### src/rtl/apb_master_rw.sv
// APB3 master: turns a valid/ready read/write command stream into SETUP/ACCESS transfers.
// Optional build macro APBM_TIMEOUT_EN aborts an ACCESS phase stalled for TIMEOUT_CYCLES cycles.
module apb_master_rw #(
   parameter int ADDR_WIDTH     = 32,
   parameter int DATA_WIDTH     = 32,
   parameter int TIMEOUT_CYCLES = 16
) (
   input  logic                  pclk,
   input  logic                  reset,
   input  logic                  cmd_valid,
   output logic                  cmd_ready,
   input  logic                  cmd_write,
   input  logic [ADDR_WIDTH-1:0] cmd_addr,
   input  logic [DATA_WIDTH-1:0] cmd_wdata,
   output logic                  rsp_valid,
   output logic [DATA_WIDTH-1:0] rsp_rdata,
   output logic                  rsp_err,
   output logic                  psel,
   output logic                  penable,
   output logic                  pwrite,
   output logic [ADDR_WIDTH-1:0] paddr,
   output logic [DATA_WIDTH-1:0] pwdata,
   input  logic [DATA_WIDTH-1:0] prdata,
   input  logic                  pready,
   input  logic                  pslverr,
   output logic                  busy
);

   typedef enum logic [1:0] {
      ST_IDLE   = 2'b00,
      ST_SETUP  = 2'b01,
      ST_ACCESS = 2'b10
   } state_e;

   state_e                state_q, state_d;
   logic                  psel_q, psel_d;
   logic                  penable_q, penable_d;
   logic                  pwrite_q, pwrite_d;
   logic [ADDR_WIDTH-1:0] paddr_q, paddr_d;
   logic [DATA_WIDTH-1:0] pwdata_q, pwdata_d;
   logic                  rsp_valid_q, rsp_valid_d;
   logic [DATA_WIDTH-1:0] rsp_rdata_q, rsp_rdata_d;
   logic                  rsp_err_q, rsp_err_d;
   logic                  busy_q, busy_d;
   logic                  xfer_done_s;

   // Slave response is only meaningful in a fully qualified ACCESS cycle.
   assign xfer_done_s = (state_q == ST_ACCESS) && psel_q && penable_q && pready;
   assign cmd_ready   = (state_q == ST_IDLE) || ((state_q == ST_ACCESS) && pready);

`ifdef APBM_TIMEOUT_EN
   localparam logic [15:0] TMO_LAST = 16'(TIMEOUT_CYCLES - 1);
   logic [15:0] tmo_cnt_q, tmo_cnt_d;
   logic        tmo_abort_s;

   assign tmo_abort_s = (state_q == ST_ACCESS) && !pready && (tmo_cnt_q == TMO_LAST);

   // Stall counter: restarts on entry to ACCESS, counts cycles the slave holds pready low.
   always_comb begin
      tmo_cnt_d = tmo_cnt_q;
      if (state_q == ST_SETUP) begin
         tmo_cnt_d = 16'd0;
      end else if ((state_q == ST_ACCESS) && !pready) begin
         tmo_cnt_d = tmo_cnt_q + 16'd1;
      end else begin
         tmo_cnt_d = tmo_cnt_q;
      end
   end
`endif

   // Next-state and registered-output logic for the SETUP/ACCESS sequencer.
   always_comb begin
      state_d     = state_q;
      psel_d      = psel_q;
      penable_d   = penable_q;
      pwrite_d    = pwrite_q;
      paddr_d     = paddr_q;
      pwdata_d    = pwdata_q;
      rsp_valid_d = 1'b0;
      rsp_rdata_d = rsp_rdata_q;
      rsp_err_d   = rsp_err_q;
      case (state_q)
         ST_IDLE: begin
            if (cmd_valid) begin
               state_d   = ST_SETUP;
               psel_d    = 1'b1;
               penable_d = 1'b0;
               pwrite_d  = cmd_write;
               paddr_d   = cmd_addr;
               pwdata_d  = cmd_wdata;
            end else begin
               psel_d    = 1'b0;
               penable_d = 1'b0;
            end
         end
         ST_SETUP: begin
            state_d   = ST_ACCESS;
            psel_d    = 1'b1;
            penable_d = 1'b1;
         end
         ST_ACCESS: begin
            if (xfer_done_s) begin
               rsp_valid_d = 1'b1;
               rsp_err_d   = pslverr;
               rsp_rdata_d = pwrite_q ? {DATA_WIDTH{1'b0}} : prdata;
               // A command taken in the completing cycle goes straight to SETUP with psel held.
               if (cmd_valid) begin
                  state_d   = ST_SETUP;
                  psel_d    = 1'b1;
                  penable_d = 1'b0;
                  pwrite_d  = cmd_write;
                  paddr_d   = cmd_addr;
                  pwdata_d  = cmd_wdata;
               end else begin
                  state_d   = ST_IDLE;
                  psel_d    = 1'b0;
                  penable_d = 1'b0;
               end
`ifdef APBM_TIMEOUT_EN
            end else if (tmo_abort_s) begin
               state_d     = ST_IDLE;
               psel_d      = 1'b0;
               penable_d   = 1'b0;
               rsp_valid_d = 1'b1;
               rsp_err_d   = 1'b1;
               rsp_rdata_d = {DATA_WIDTH{1'b0}};
`endif
            end else begin
               state_d = ST_ACCESS;
            end
         end
         default: begin
            state_d   = ST_IDLE;
            psel_d    = 1'b0;
            penable_d = 1'b0;
         end
      endcase
      busy_d = (state_d != ST_IDLE);
   end

   // State and output registers with synchronous reset.
   always_ff @(posedge pclk) begin
      if (reset) begin
         state_q     <= ST_IDLE;
         psel_q      <= 1'b0;
         penable_q   <= 1'b0;
         pwrite_q    <= 1'b0;
         paddr_q     <= {ADDR_WIDTH{1'b0}};
         pwdata_q    <= {DATA_WIDTH{1'b0}};
         rsp_valid_q <= 1'b0;
         rsp_rdata_q <= {DATA_WIDTH{1'b0}};
         rsp_err_q   <= 1'b0;
         busy_q      <= 1'b0;
`ifdef APBM_TIMEOUT_EN
         tmo_cnt_q   <= 16'd0;
`endif
      end else begin
         state_q     <= state_d;
         psel_q      <= psel_d;
         penable_q   <= penable_d;
         pwrite_q    <= pwrite_d;
         paddr_q     <= paddr_d;
         pwdata_q    <= pwdata_d;
         rsp_valid_q <= rsp_valid_d;
         rsp_rdata_q <= rsp_rdata_d;
         rsp_err_q   <= rsp_err_d;
         busy_q      <= busy_d;
`ifdef APBM_TIMEOUT_EN
         tmo_cnt_q   <= tmo_cnt_d;
`endif
      end
   end

   assign psel      = psel_q;
   assign penable   = penable_q;
   assign pwrite    = pwrite_q;
   assign paddr     = paddr_q;
   assign pwdata    = pwdata_q;
   assign rsp_valid = rsp_valid_q;
   assign rsp_rdata = rsp_rdata_q;
   assign rsp_err   = rsp_err_q;
   assign busy      = busy_q;

endmodule

### config.mk
export PLATFORM = sky130hd
export DESIGN_NAME = apb_master_rw
export DESIGN_NICKNAME = d
export VERILOG_FILES = /design/src/rtl/apb_master_rw.sv
export SDC_FILE = /design/constraint.sdc
export NUM_CORES = 1
export LEC_CHECK = 0
export ABC_AREA = 0
export CAP_MARGIN = 20
export CORE_MARGIN = 1.5
export CORE_UTILIZATION = 35
export CTS_CLUSTER_DIAMETER = 50
export DETAILED_ROUTE_END_ITERATION = 8
export DONT_BUFFER_PORTS = 1
export RECOVER_POWER = 100
export SKIP_CTS_REPAIR_TIMING = 1
export SYNTH_ARGS = -nofsm -noshare
export SYNTH_HDL_FRONTEND = slang
export SYNTH_SLANG_ARGS = --single-unit
### constraint.sdc
create_clock -name pclk -period 1.8 [get_ports pclk]
set_input_delay 0.18 -clock pclk [delete_from_list [all_inputs] [get_ports pclk]]
set_output_delay 0.18 -clock pclk [all_outputs]
set_load 0.01 [all_outputs]
==> run_results.csv, run 1 <==
group,metric,value,unit
final_layout,num-fill-cells,842,
floorplan,start_util,0.3657,
cts,clk_pin_slew,100,ps
final_layout,nets,513,
final_layout,final_cell_mix,"dfxtp_1 (104), dlygate4sd3_1 (97), a22o_1 (65)",
final_layout,final_common_cell,"dfxtp_1",
floorplan,die_h,104.8,um
place,dpl_cell_area,3744,um2
worst_setup_path,worst_path_max_delay_cell,"clkbuf_2",
place,dp.cells,435,
final_layout,postLayoutCoreUtil,0.4991,
cts,cts-root-buf,"clkbuf_8",
grt,grtUsageMet1,0.1880,
drt,wirelength,10000,um
sta,postLayoutSetupSlackWorst,198.0,ps
place,hpwl,5640,um
worst_setup_path,cp.required,2050,ps
place,io_buffers,0,
yosys,synth_adder_area_share,0,
sta,fin_crit,1602,ps
final_layout,finalNonFillerCells,549,
grt,grt_pass1_wl,13250,um
yosys,ys_warn_count,0,
floorplan,core,9910,um2
outcome,outcome,"complete, no violations",
drt,drt_iter0_drc,216,
final_layout,area_growth,36.50,%
cts,cts_tree,"built",
grt,gr-max-usage-layer,"met2",
worst_setup_path,cp_cell_sequence,"nand3_1 -> clkbuf_2 -> o21ai_0 -> a21oi_1",
drt,postRouteAntennaNets,0,
grt,grt_start_max_net_pins,66,
worst_setup_path,cp-start-kind,"register",
worst_setup_path,arrival,1850,ps
sta,rsz0062_at_grt,"no",
power,p_per_area,946.4,nW/um2
place,gp_congestion,0.6756,
worst_setup_path,path_class,"register to register",
sta,worst_pin_slew,639.1,ps
sta,min_period_over_period,0.8900,
cts,cts_sinks,104,
job,max-cap-violations,0,
floorplan,io_pins,205,
floorplan,rows,36,
drt,dr.pass1.iters,4,
yosys,synth_area,3623,um2
grt,met2_usage,0.2348,
drt,post_drt_via_cell_ratio,5.454,
yosys,ys_types,22,
sta,slew_headroom,0.5740,
yosys,synth_simple_gate_area_share,0.09772,
cts,htreeDepth,3,
sta,holdWs,6.111,ps
cts,numCtsBuffers,9,
power,leakagePower,1.804,nW
hold_path,hold_depth,2,
grt,grt_pass1_vias,2515,
drt,drc,0,
final_layout,n_antenna_cell,0,
floorplan,chipWidth,104.8,um
grt,met3_usage,0.05989,
power,ir_drop,0.4423,mV
yosys,yosysSeqAreaShare,0.5746,
sta,skew,6.894,ps
floorplan,dieArea,10970,um2
drt,vias,2994,
worst_setup_path,critPathMaxFanout,35,
cts,cts.path.max_buffers,2,
sta,tns,0,ps
sta,maxSlewViolCount,0,
power,p_total,4.681,mW
worst_setup_path,max_stage_delay,450,ps
yosys,synth_fp_nets,430,
sta,final-setup-viol-count,0,
cts,worstSkewPairLatency,360,ps
hold_path,min_path_type,"input port to register",
yosys,ys_seq_elements,104,
yosys,synthXorXnorAreaFrac,0,
yosys,synth_top_family_by_area,"compound AO/OA/AOI/OAI gates",
place,place_ws,273.1,ps
drt,wl_per_cell,18.22,um
yosys,muxShareOfSynthArea,0,
final_layout,design_area,4946,um2
grt,track_usage,0.1516,
grt,antenna_found_initial,0,
yosys,syn_area_per_cell,11.05,um2
final_layout,drive_gt1_frac,0.06971,
yosys,synth_cells,328,
yosys,synth_compound_area_frac,0.2718,
sta,fmax,624.2,MHz
worst_setup_path,worstRegToRegCells,4,
worst_setup_path,setup.worst_path.end_class,"register",
sta,finalHoldViolCount,0,
grt,grt_overflow,0,
power breakdown:
group	internal, mW	switching, mW
clock network	0.829	0.780
logic	0.287	0.211
registers	2.42	0.154
total	3.54	1.14
synth_stat cells:
cell type | instances | share of area
a2111oi_4 | 1 | 0.0076
a211oi_1 | 2 | 0.0041
a21oi_1 | 37 | 0.051
a221oi_1 | 1 | 0.0024
a22o_1 | 65 | 0.16
and3_1 | 1 | 0.0017
buf_1 | 1 | 0.0010
buf_2 | 15 | 0.021
buf_6 | 5 | 0.016
clkbuf_1 | 16 | 0.017
dfxtp_1 | 104 | 0.57
inv_1 | 2 | 0.0021
nand2_1 | 1 | 0.0010
nand2b_1 | 3 | 0.0052
nand3_1 | 1 | 0.0014
nand3_2 | 1 | 0.0028
nand4b_1 | 32 | 0.077
nor2b_1 | 4 | 0.0069
nor3_1 | 1 | 0.0014
o21a_1 | 1 | 0.0021
o21ai_0 | 33 | 0.046
o22ai_1 | 1 | 0.0017
metal layers:
layer,up-vias,part of all wire
li1,1407,-
met1,1398,0.43
met2,177,0.46
met3,12,0.097
met4,0,0.014
met5,-,0
logic make-up after synthesis:
kind of cell	count (synthesis)
AO/OA/AOI/OAI	141
buffers and inverters	39
flip-flops	104
AND/OR/NAND/NOR	44
flip-flops by register name, indices dropped and copies added (netlist names):
signal	cells
pwrite	1
psel	1
paddr	32
busy	1
rsp_rdata	32
rsp_valid	1
state_q	2
pwdata	32
penable	1
rsp_err	1
final timing paths:
check | from | to | slack, ps
worst max-delay path | penable | rsp_rdata[2] | 200
worst min-delay path | prdata[24] | rsp_rdata[24] | 6
worst min register to register | rsp_rdata[31] | rsp_rdata[31] | 530
worst max register to register | penable | rsp_rdata[2] | 200
final cells by class:
cell class	count	area, um2	share of cell area
Multi-Input combinational cell	185	1350	0.2730
Clock inverter	6	91.34	0.01847
Sequential cell	104	2082	0.4209
Timing Repair Buffer	109	1111	0.2246
Tap cell	133	166.4	0.03365
Clock buffer	10	137.6	0.02783
Inverter	2	7.507	0.001518
critical path: cells and delay by family (launching register included):
family | cells | cell delay, ps
AND/OR/NAND/NOR | 1 | 170
buffers and inverters | 1 | 450
AO/OA/AOI/OAI | 2 | 450
flip-flops | 1 | 400
(Power assumes the default switching activity.)
==> run 2: changes to the inputs <==
- CORE_UTILIZATION: 35 -> 60
- PLACE_DENSITY: default -> 0.76
==> run 2 against run 1 <==
  * Register-to-register slack worse by 60 ps
  * Fmax down 3.7%
  * Sequential power about the same
  * Die area down 41%
  * Highest routed layer unchanged
  * Combinational power down 3%
  * Setup slack worse by 62 ps
  * Clock skew up 9.3 ps
  * Global-route usage up 7.9 points
  * Hold slack worse by 3.7 ps
  * Core utilization up 31 points
==> run_results.csv, run 2 (same netlist as run 1, synthesis figures left out) <==
group,metric,value,unit
outcome,outcome,"complete, no violations",
grt,grt_overflow,0,
grt,antenna_found_initial,0,
floorplan,chipWidth,80.71,um
cts,clk_pin_slew,90,ps
worst_setup_path,arrival,1950,ps
sta,postLayoutSetupSlackWorst,135.7,ps
drt,vias,3050,
final_layout,finalNonFillerCells,486,
final_layout,postLayoutCoreUtil,0.8125,
floorplan,rows,28,
final_layout,design_area,4782,um2
sta,holdWs,2.371,ps
drt,postRouteAntennaNets,0,
final_layout,final_cell_mix,"dfxtp_1 (104), dlygate4sd3_1 (91), a22o_1 (65)",
sta,worst_pin_slew,618.3,ps
job,max-cap-violations,0,
final_layout,area_growth,31.98,%
worst_setup_path,r2r-start,"psel",
final_layout,n_antenna_cell,0,
hold_path,min_path_type,"input port to register",
drt,drt_iter0_drc,213,
place,io_buffers,0,
sta,min_period_over_period,0.9246,
sta,skew,16.15,ps
floorplan,core,5886,um2
power,p_total,4.568,mW
worst_setup_path,critPathMaxFanout,21,
cts,cts_sinks,104,
floorplan,io_pins,205,
floorplan,die_h,80.71,um
drt,dr.pass1.iters,4,
worst_setup_path,setup.worst_path.end_class,"register",
worst_setup_path,path_class,"register to register",
place,dp.cells,378,
place,gp_congestion,0.7038,
cts,htreeDepth,3,
worst_setup_path,cp_cell_sequence,"nand3_1 -> a2111oi_4 -> buf_4 -> a22o_1",
drt,wirelength,10200,um
worst_setup_path,worst_path_max_delay_cell,"dfxtp_1",
floorplan,dieArea,6514,um2
sta,rsz0062_at_grt,"no",
drt,m1WireLength,3913,um
drt,drc,0,
worst_setup_path,max_stage_delay,450,ps
power,p_per_area,955.3,nW/um2
floorplan,start_util,0.6156,
cts,cts_tree,"built",
worst_setup_path,cp.required,2090,ps
final_layout,num-fill-cells,342,
final_layout,drive_gt1_frac,0.07543,
drt,met3_length,854,um
drt,met2_length,5220,um
sta,slew_headroom,0.5878,
place,place_ws,236.5,ps
grt,grt_pass1_vias,2301,
sta,tns,0,ps
sta,fmax,600.9,MHz
grt,track_usage,0.2310,
sta,fin_crit,1664,ps
sta,final-setup-viol-count,0,
cts,worstSkewPairLatency,350,ps
worst_setup_path,cp-start-kind,"register",
sta,maxSlewViolCount,0,
power,leakagePower,1.768,nW
drt,wl_per_cell,20.98,um
worst_setup_path,startpoint,"psel",
cts,cts.path.max_buffers,2,
cts,cts-root-buf,"clkbuf_8",
grt,grt_start_max_net_pins,66,
power,ir_drop,0.5954,mV
drt,highest_layer,"met4",
final_layout,final_common_cell,"dfxtp_1",
hold_path,min_from,"prdata[22]",
cts,numCtsBuffers,9,
final_layout,nets,508,
place,hpwl,5242,um
grt,grt_pass1_wl,11460,um
sta,finalHoldViolCount,0,
place,dpl_cell_area,3654,um2
drt,post_drt_via_cell_ratio,6.276,
## run 2: power breakdown
group | switching (mW) | total (mW) | leakage (nW) | internal [mW]
Sequential | 0.162 | 2.58 | 0.849 | 2.42
Combinational | 0.210 | 0.482 | 0.816 | 0.273
Clock | 0.776 | 1.50 | 0.102 | 0.727
Total | 1.15 | 4.57 | 1.77 | 3.42
## run 2: path summary, 6_finish.rpt
check                                      to  slack [ps]  depth (start not counted)
worst min-delay path            rsp_rdata[22]           2                          2
worst min register to register         pwrite         490                          1
worst max-delay path               pwdata[13]         140                          4
worst max register to register     pwdata[13]         140                          4
## run 2: cell type report
class | instances | area, um2 | area share
Multi-Input combinational cell | 185 | 1350 | 0.2823
Inverter | 2 | 7.507 | 0.001570
Clock buffer | 11 | 151.4 | 0.03166
Tap cell | 75 | 93.84 | 0.01962
Clock inverter | 5 | 62.56 | 0.01308
Sequential cell | 104 | 2082 | 0.4354
Timing Repair Buffer | 104 | 1035 | 0.2164
## run 2: routing by layer
layer / vias up / global-route usage
met1: 1476 / 0.2729
met4: 0 / 0.09828
li1: 1393 / -
met5: - / 0
met2: 163 / 0.3782
met3: 18 / 0.08409
## run 2: worst max-delay path: cells and delay by family, from the launching register on
kind	cells	cell delay, ps
AOI/OAI and AO/OA	2	640
buffers and inverters	1	320
DFF	1	450
and+or+nand+nor	1	180
